--- src/rtl/riscv_pkg.sv ---
// Shared core constants and types used by the fetch queue.
// IFQ_FAULT_EN adds a per-entry instruction-fault bit to ifq_entry_t.
package riscv_pkg;

  localparam int XLEN = 32;
  localparam logic [XLEN-1:0] RESET_PC  = '0;
  localparam logic [31:0]     NOP_INSTR = 32'h0000_0013;

  typedef struct packed {
    logic [XLEN-1:0] pc;
    logic [31:0]     instr;
`ifdef IFQ_FAULT_EN
    logic            fault;
`endif
  } ifq_entry_t;

endpackage

--- src/rtl/sync_fifo.sv ---
// Synchronous FIFO with clear. Simultaneous push/pop on a full FIFO is accepted.
// DEPTH must be a power of two so the pointers wrap naturally.
module sync_fifo #(
  parameter int WIDTH = 8,
  parameter int DEPTH = 2
) (
  input  logic                         clk,
  input  logic                         rst,
  input  logic                         clear,
  input  logic                         push,
  input  logic                         pop,
  input  logic [WIDTH-1:0]             din,
  output logic [WIDTH-1:0]             dout,
  output logic                         full,
  output logic                         empty,
  output logic [$clog2(DEPTH+1)-1:0]   count
);

  localparam int AW = $clog2(DEPTH);
  localparam int CW = $clog2(DEPTH+1);

  logic [WIDTH-1:0] mem [DEPTH];
  logic [AW-1:0]    rd_ptr;
  logic [AW-1:0]    wr_ptr;
  logic [CW-1:0]    cnt;
  logic             do_push;
  logic             do_pop;

  assign empty   = (cnt == '0);
  assign full    = (cnt == CW'(DEPTH));
  assign count   = cnt;
  assign dout    = mem[rd_ptr];
  assign do_pop  = pop & ~empty;
  assign do_push = push & (~full | do_pop);

  always_ff @(posedge clk) begin
    if (rst || clear) begin
      rd_ptr <= '0;
      wr_ptr <= '0;
      cnt    <= '0;
    end else begin
      if (do_push) wr_ptr <= wr_ptr + AW'(1);
      if (do_pop)  rd_ptr <= rd_ptr + AW'(1);
      cnt <= cnt + CW'(do_push) - CW'(do_pop);
    end
  end

  // Storage is deliberately not reset; occupancy alone decides validity.
  always_ff @(posedge clk) begin
    if (do_push && !(rst || clear)) mem[wr_ptr] <= din;
  end

endmodule

--- src/rtl/ifetch_queue.sv ---
// Fetch queue between the PC register and decode: credit-limited imem requests,
// in-order response buffering, flush-time drop of wrong-path responses. Option: IFQ_FAULT_EN.
module ifetch_queue
  import riscv_pkg::*;
#(
  parameter int XLEN  = riscv_pkg::XLEN,
  parameter int DEPTH = 2
) (
  input  logic            clk,
  input  logic            rst,
  input  logic [XLEN-1:0] PCF,
  output logic            FetchStallF,
  output logic            imem_req_valid,
  input  logic            imem_req_ready,
  output logic [XLEN-1:0] imem_req_addr,
  input  logic            imem_rsp_valid,
  input  logic [31:0]     imem_rsp_data,
`ifdef IFQ_FAULT_EN
  input  logic            imem_rsp_err,
  output logic            InstrFaultD,
`endif
  input  logic            StallD,
  input  logic            FlushD,
  output logic            ValidD,
  output logic [31:0]     InstrD,
  output logic [XLEN-1:0] PCD,
  output logic [XLEN-1:0] PCPlus4D
);

  localparam int CW = $clog2(DEPTH+1);
  localparam int EW = $bits(ifq_entry_t);

  logic [CW-1:0]   outstanding;
  logic [CW-1:0]   drop;
  logic [CW-1:0]   count;
  logic [CW:0]     credit_sum;
  logic            fire;
  logic            rsp_keep;
  logic            empty;
  logic            deq;
  logic [XLEN-1:0] tag_pc;
  logic [EW-1:0]   head_bits;
  ifq_entry_t      rsp_entry;
  ifq_entry_t      head;

  logic            unused_tag_full;
  logic            unused_tag_empty;
  logic [CW-1:0]   unused_tag_count;
  logic            unused_instr_full;

  // Outstanding requests (dropped ones included) plus buffered entries never exceed DEPTH.
  assign credit_sum     = {1'b0, outstanding} + {1'b0, count};
  assign imem_req_valid = ~FlushD & ~rst & (credit_sum < (CW+1)'(DEPTH));
  assign imem_req_addr  = PCF;
  assign fire           = imem_req_valid & imem_req_ready;
  assign FetchStallF    = ~fire;

  assign rsp_keep = imem_rsp_valid & ~FlushD & (drop == '0);
  assign ValidD   = ~empty;
  assign deq      = ValidD & ~StallD & ~FlushD;

  always_comb begin
    rsp_entry       = '0;
    rsp_entry.pc    = tag_pc;
    rsp_entry.instr = imem_rsp_data;
`ifdef IFQ_FAULT_EN
    rsp_entry.fault = imem_rsp_err;
`endif
  end

  assign head     = ifq_entry_t'(head_bits);
  assign InstrD   = ValidD ? head.instr : NOP_INSTR;
  assign PCD      = ValidD ? head.pc : RESET_PC;
  assign PCPlus4D = PCD + XLEN'(4);
`ifdef IFQ_FAULT_EN
  assign InstrFaultD = ValidD & head.fault;
`endif

  // Every response retires one outstanding request, whether kept or dropped.
  always_ff @(posedge clk) begin
    if (rst) begin
      outstanding <= '0;
      drop        <= '0;
    end else begin
      outstanding <= outstanding + CW'(fire) - CW'(imem_rsp_valid);
      if (FlushD)
        drop <= outstanding - CW'(imem_rsp_valid);
      else if (imem_rsp_valid && drop != '0)
        drop <= drop - CW'(1);
    end
  end

  // Tags are never cleared on flush: dropped responses still consume them.
  sync_fifo #(.WIDTH(XLEN), .DEPTH(DEPTH)) u_tag_fifo (
    .clk   (clk),
    .rst   (rst),
    .clear (1'b0),
    .push  (fire),
    .pop   (imem_rsp_valid),
    .din   (PCF),
    .dout  (tag_pc),
    .full  (unused_tag_full),
    .empty (unused_tag_empty),
    .count (unused_tag_count)
  );

  sync_fifo #(.WIDTH(EW), .DEPTH(DEPTH)) u_instr_fifo (
    .clk   (clk),
    .rst   (rst),
    .clear (FlushD),
    .push  (rsp_keep),
    .pop   (deq),
    .din   (rsp_entry),
    .dout  (head_bits),
    .full  (unused_instr_full),
    .empty (empty),
    .count (count)
  );

endmodule

--- config.mk ---
export PLATFORM = sky130hd
export DESIGN_NAME = ifetch_queue
export DESIGN_NICKNAME = d
export VERILOG_FILES = /design/src/rtl/riscv_pkg.sv /design/src/rtl/sync_fifo.sv /design/src/rtl/ifetch_queue.sv
export SDC_FILE = /design/constraint.sdc
export NUM_CORES = 1
export LEC_CHECK = 0
export CAP_MARGIN = 15
export CORE_ASPECT_RATIO = 2
export CORE_UTILIZATION = 45
export DETAILED_ROUTE_END_ITERATION = 16
export PLACE_DENSITY_LB_ADDON = 0.2
export SYNTH_ARGS = -nofsm -noshare
export SYNTH_HDL_FRONTEND = slang
export SYNTH_HIERARCHICAL = 1
export SYNTH_SLANG_ARGS = --single-unit
--- constraint.sdc ---
create_clock -name clk -period 24.5 [get_ports clk]
set_clock_uncertainty 0.1 [all_clocks]
set_input_delay 4.9 -clock clk [delete_from_list [all_inputs] [get_ports clk]]
set_output_delay 4.9 -clock clk [all_outputs]
set_load 0.01 [all_outputs]
# Word level (Yosys, flattened, before mapping)
# Memories as Yosys holds them, arrays and structs flattened. A register that Yosys moved wholly into a read port is not among the register bits.
# Index checks and enable logic that the tools add are counted.
dict set report word_totals {
  mem_count 2
  in_bits 70
  out_inout_bits 131
  ram_bits 192
  wordCells 71
  register_bits 12
}
# name words width read_ports rd_clocked_by_memory_dff wr line
set mem_list {}
lappend mem_list {u_instr_fifo.mem 2 64 1 1 1 sync_fifo.sv:22} ;# logic [WIDTH-1:0] mem [DEPTH];
lappend mem_list {u_tag_fifo.mem 2 32 1 1 1 sync_fifo.sv:22}
dict set report classes {
  n_lt_le_gt_ge 1
  add_sub_neg 14
  bitwise 21
  eq_ne 2
  n_reduce_logical 11
  mux 12
}
# op count
set op_table {}
lappend op_table {{$mux W32} 2}
lappend op_table {{$add A32 B3 Y32 const B} 1}
lappend op_table {{$and A1 B1 Y1} 11}
lappend op_table {{$mux W1} 8}
lappend op_table {{$not A1 Y1} 8}
lappend op_table {{$sub A2 B1 Y2} 4}
lappend op_table {{$add A2 B1 Y2} 3}
lappend op_table {{$logic_not A2 Y1} 3}
lappend op_table {{$add A1 B1 Y1 const B} 4}
lappend op_table {{$eq A2 B2 Y1 const B} 2}
lappend op_table {{$mux W2} 2}
lappend op_table {{$reduce_bool A2 Y1} 2}
lappend op_table {{$add A2 B2 Y3} 1}
lappend op_table {{$logic_and A1 B1 Y1} 3}
lappend op_table {{$lt A3 B2 Y1 const B} 1}
lappend op_table {{$logic_not A1 Y1} 2}
lappend op_table {{$or A1 B1 Y1} 2}
lappend op_table {{$sub A2 B1 Y2 const B} 1}
lappend op_table {{$logic_or A1 B1 Y1} 1}

# Depth between registers and ports, before layout
dict set report depth {
  ltp_word 10
  mapped_depth 12
  mapped_depth_nobuf 12
}

# Hierarchy
# Netlist, hierarchy kept.
# mod area_per_inst_um2 cells_per_inst seq_area_each_um2 n_inst
set modules_own_cells {}
lappend modules_own_cells {{sync_fifo (u_instr_fifo)} 4849.7 229 3943.8 1}
lappend modules_own_cells {{sync_fifo (u_tag_fifo)} 2551.2 130 2021.9 1}
lappend modules_own_cells {ifetch_queue 1660.3 238 80.1 1}

# Least setup slack after synthesis
# OpenSTA, ideal clock, no wires.
dict set report synth_path {
  kind {input port to flip-flop}
  start {in FlushD}
  end {mem u_instr_fifo/mem[1][0] (netlist name), enable pin}
  setup_slack_ns 11.697
  required_time_ns 23.735
  path_buffers 0
  stages 3
  setup_time_ns 0.665
  arrival_time_ns 12.038
  path_cell_list {nor3_1 -> o21ai_0 -> nor4b_1}
}
dict set report synth_via {
  elab_chain_len 8
  elab_cells_between_ends 12
  cone_classes {mux: 2; bitwise: 7; reduce/logical: 3}
}
# item line
set synth_rtl {}
lappend synth_rtl {{start, declared} ifetch_queue.sv:23} ;# input logic FlushD,
lappend synth_rtl {{$not A1 Y1} {ifetch_queue.sv:58, ifetch_queue.sv:60}}
lappend synth_rtl {{$and A1 B1 Y1} ifetch_queue.sv:60} ;# assign deq = ValidD & ~StallD & ~FlushD;
lappend synth_rtl {{$and A1 B1 Y1} sync_fifo.sv:33} ;# assign do_pop = pop & ~empty;
lappend synth_rtl {{$or A1 B1 Y1} sync_fifo.sv:34} ;# assign do_push = push & (~full | do_pop);
lappend synth_rtl {{$and A1 B1 Y1} sync_fifo.sv:34}
lappend synth_rtl {{$logic_and A1 B1 Y1 (*)} sync_fifo.sv:50} ;# if (do_push && !(rst || clear)) mem[wr_ptr] <= din;
lappend synth_rtl {{$mux W1 (*)} sync_fifo.sv:50}
lappend synth_rtl {{$mux W1 (implied by the code) (*)} sync_fifo.sv:50}
lappend synth_rtl {{end, declared} sync_fifo.sv:22}
# Mark *: on every way between the ends. The rest lies on a longest branch, timed or not.

# Worst setup path after layout
dict set report layout_path {
  start {in rst}
  end {out FetchStallF}
}
dict set report layout_via {
  elab_chain_len 5
}
# item line
set layout_rtl {}
lappend layout_rtl {{start, declared} ifetch_queue.sv:10} ;# input logic rst,
lappend layout_rtl {{$not A1 Y1} ifetch_queue.sv:53} ;# assign imem_req_valid = ~FlushD & ~rst & (credit_sum < (CW+1)'(DEPTH));
lappend layout_rtl {{$and A1 B1 Y1 (2 in series)} ifetch_queue.sv:53}
lappend layout_rtl {{$and A1 B1 Y1} ifetch_queue.sv:55} ;# assign fire = imem_req_valid & imem_req_ready;
lappend layout_rtl {{$not A1 Y1} ifetch_queue.sv:56} ;# assign FetchStallF = ~fire;
lappend layout_rtl {{end, declared} ifetch_queue.sv:12} ;# output logic FetchStallF,
# Every way passes these cells.

==> impl_results.md <==
* CP startpoint: rst
* DRT iter0 DRCs at 213
* Commonest non-fill, non-tap cell in the layout: clkdlybuf4s50_1
* Die width at 102 microns
* Req. time, crit path at 19500 ps
* Most frequent cells in the layout: clkdlybuf4s50_1 (200), edfxtp_1 (192), mux2_2 (94)
* Worst r2r src: u_instr_fifo/count[0]
* CTS Buf Count at 19
* Mapped Avg Cell Area at 15.2 sq um
* Post-CTS Setup Bufs at 0
* PwrDens at 64.8 nW/um^2
* Final setup TNS at 0 ps
* Clock Path Buffers at 3
* Met1 Use GR at 19.1%
* Fmax at 0.0846 GHz
* WL per Instance at 18.5 microns
* Initial antenna violation count at 0
* Die Height at 203 microns
* Syn-to-layout area delta at 31.1%
* Lkg Pwr at 0.00397 uW
* TritonCTS clock tree: done
* H-tree depth at 1
* Final hold vios at 0
* Grt met3 use at 2.96%
* Post-synthesis cell count at 594
* Hold Path Class: reg2reg
* Die Area at 20700 sq um
* Total Routing Usage GR at 18.7%
* Initial Util at 45.7%
* RSZ-0062 raised after global routing: no
* Routed vias at 5325
* CTS resizes at 0
* Setup crit end kind: output pin
* Drt pass-1 iters at 4
* Outcome: completed
* Hold buffers post-CTS at 0
* Final hold slack at 393 ps
* Max-Cap Viols at 0
* Crit Path Max Fanout at 15
* DRC Markers at 0
* Tightest Pin Transition at 1080 ps
* GRT Max-Usage Layer: met2
* Routed wire length at 19.3 mm
* Sink Count at 206
* FP Rows at 73
* Most common cell on crit path: clkdlybuf4s50_1
* Grt met2 use at 36.8%
* Worst-Skew Late Latency at 480 ps
* CORE AREA at 19800 sq um
* Layout cells sized above 1 at 18.7%
* Critical Path AT at 6820 ps
* Synthesized cell area at 9050 sq um
* Utilization after layout at 59.9%
* Diode count at 0
* Setup crit start kind: input pin
* Kind of critical path: in2out
* Ports at 201
* Tmin final at 11820 ps
* Final setup fails at 0
* Final Max Slew Viols at 0
* Worst Path Buf+Inv at 2
* Worst path slowest cell: clkdlybuf4s50_1
* First-pass GRT wire length at 29.5 mm
* Max incr delay on CP at 710 ps
* GRT overflow at 0
* Largest net degree at the start of global routing at 70
* Routability cong. at 0.808
* Worst-path clk slew at 70 ps
* Min-delay src: u_instr_fifo/wr_ptr
* Power Total at 769 uW
* Fillers at 1593
* Crit-path leading delay family: buffers and inverters
* Nets at 847
* Normalized max-slew margin at 27.5%
* HPWL Detailed at 13.2 mm
* Worst ir drop on vdd at 82.5 uV
* Routed Antenna Nets at 0
* Final cycle utilization of the critical path at 48.2%
* DR vias/cell at 5.10
* Yosys Warn Count at 6
* Clk root buf: clkbuf_16
* Vias in the first global route at 5704
* Crit-path cells: clkdlybuf4s50_1 -> nor4_1 -> nand2_1 -> clkdlybuf4s50_1
* Port Buf Inserts at 200
==> state kept, by name (all words and copies together) (netlist names), named ones only <==
signal and flops:
u_instr_fifo/wr_ptr 1, u_instr_fifo/mem 128, u_tag_fifo/rd_ptr 1, drop 2
outstanding 2, u_instr_fifo/rd_ptr 1, u_instr_fifo/count 2, u_tag_fifo/wr_ptr 1
u_tag_fifo/mem 64, u_tag_fifo/count 2
==> path summary, 6_finish.rpt <==
kind | end | cells past startpoint | slack [ps]
max | FetchStallF | 4 | 12680
min | u_instr_fifo/wr_ptr | 2 | 390
max reg2reg | u_tag_fifo/mem[0][29] | 7 | 21000
min reg2reg | u_instr_fifo/wr_ptr | 2 | 390
==> tightest hold or removal path, stage by stage (launching register included) <==
cell and delay (ps):
dfxtp_1 320, nand2_1 60, mux2i_1 60
==> stage by stage <==
step	cells	setup slack [ps]	instance area, sq um
floorplan	598	11700	9060
global placement	1011	12690	11100
detailed placement	1011	12690	11100
CTS	1044	12670	11900
global route	1044	12450	11900
finish	1044	12680	11900
==> area by class of cell <==
class                           count  area [sq um]  area share, %
Inverter                           10          37.5          0.316
Sequential cell                   206          6050           51.0
Tap cell                          262           328           2.76
Clock buffer                       20           479           4.04
Timing Repair Buffer              205          2040           17.2
Multi-Input combinational cell    328          2670           22.5
Clock inverter                     13           262           2.20
==> layer usage <==
| layer | wire length [microns] | part of all wire, % |
|---|---|---|
| met2 | 11000 | 57 |
| met1 | 6720 | 35 |
| met3 | 1180 | 6.1 |
| met4 | 418 | 2.2 |
| met5 | 0 | 0 |
==> report_power, final <==
part	switching, uW	internal (uW)
Clock	126	218
Sequential	1.68	387
Combinational	15.7	21.5
Total	143	626
Note: power is estimated with default switching activity, not from simulation.
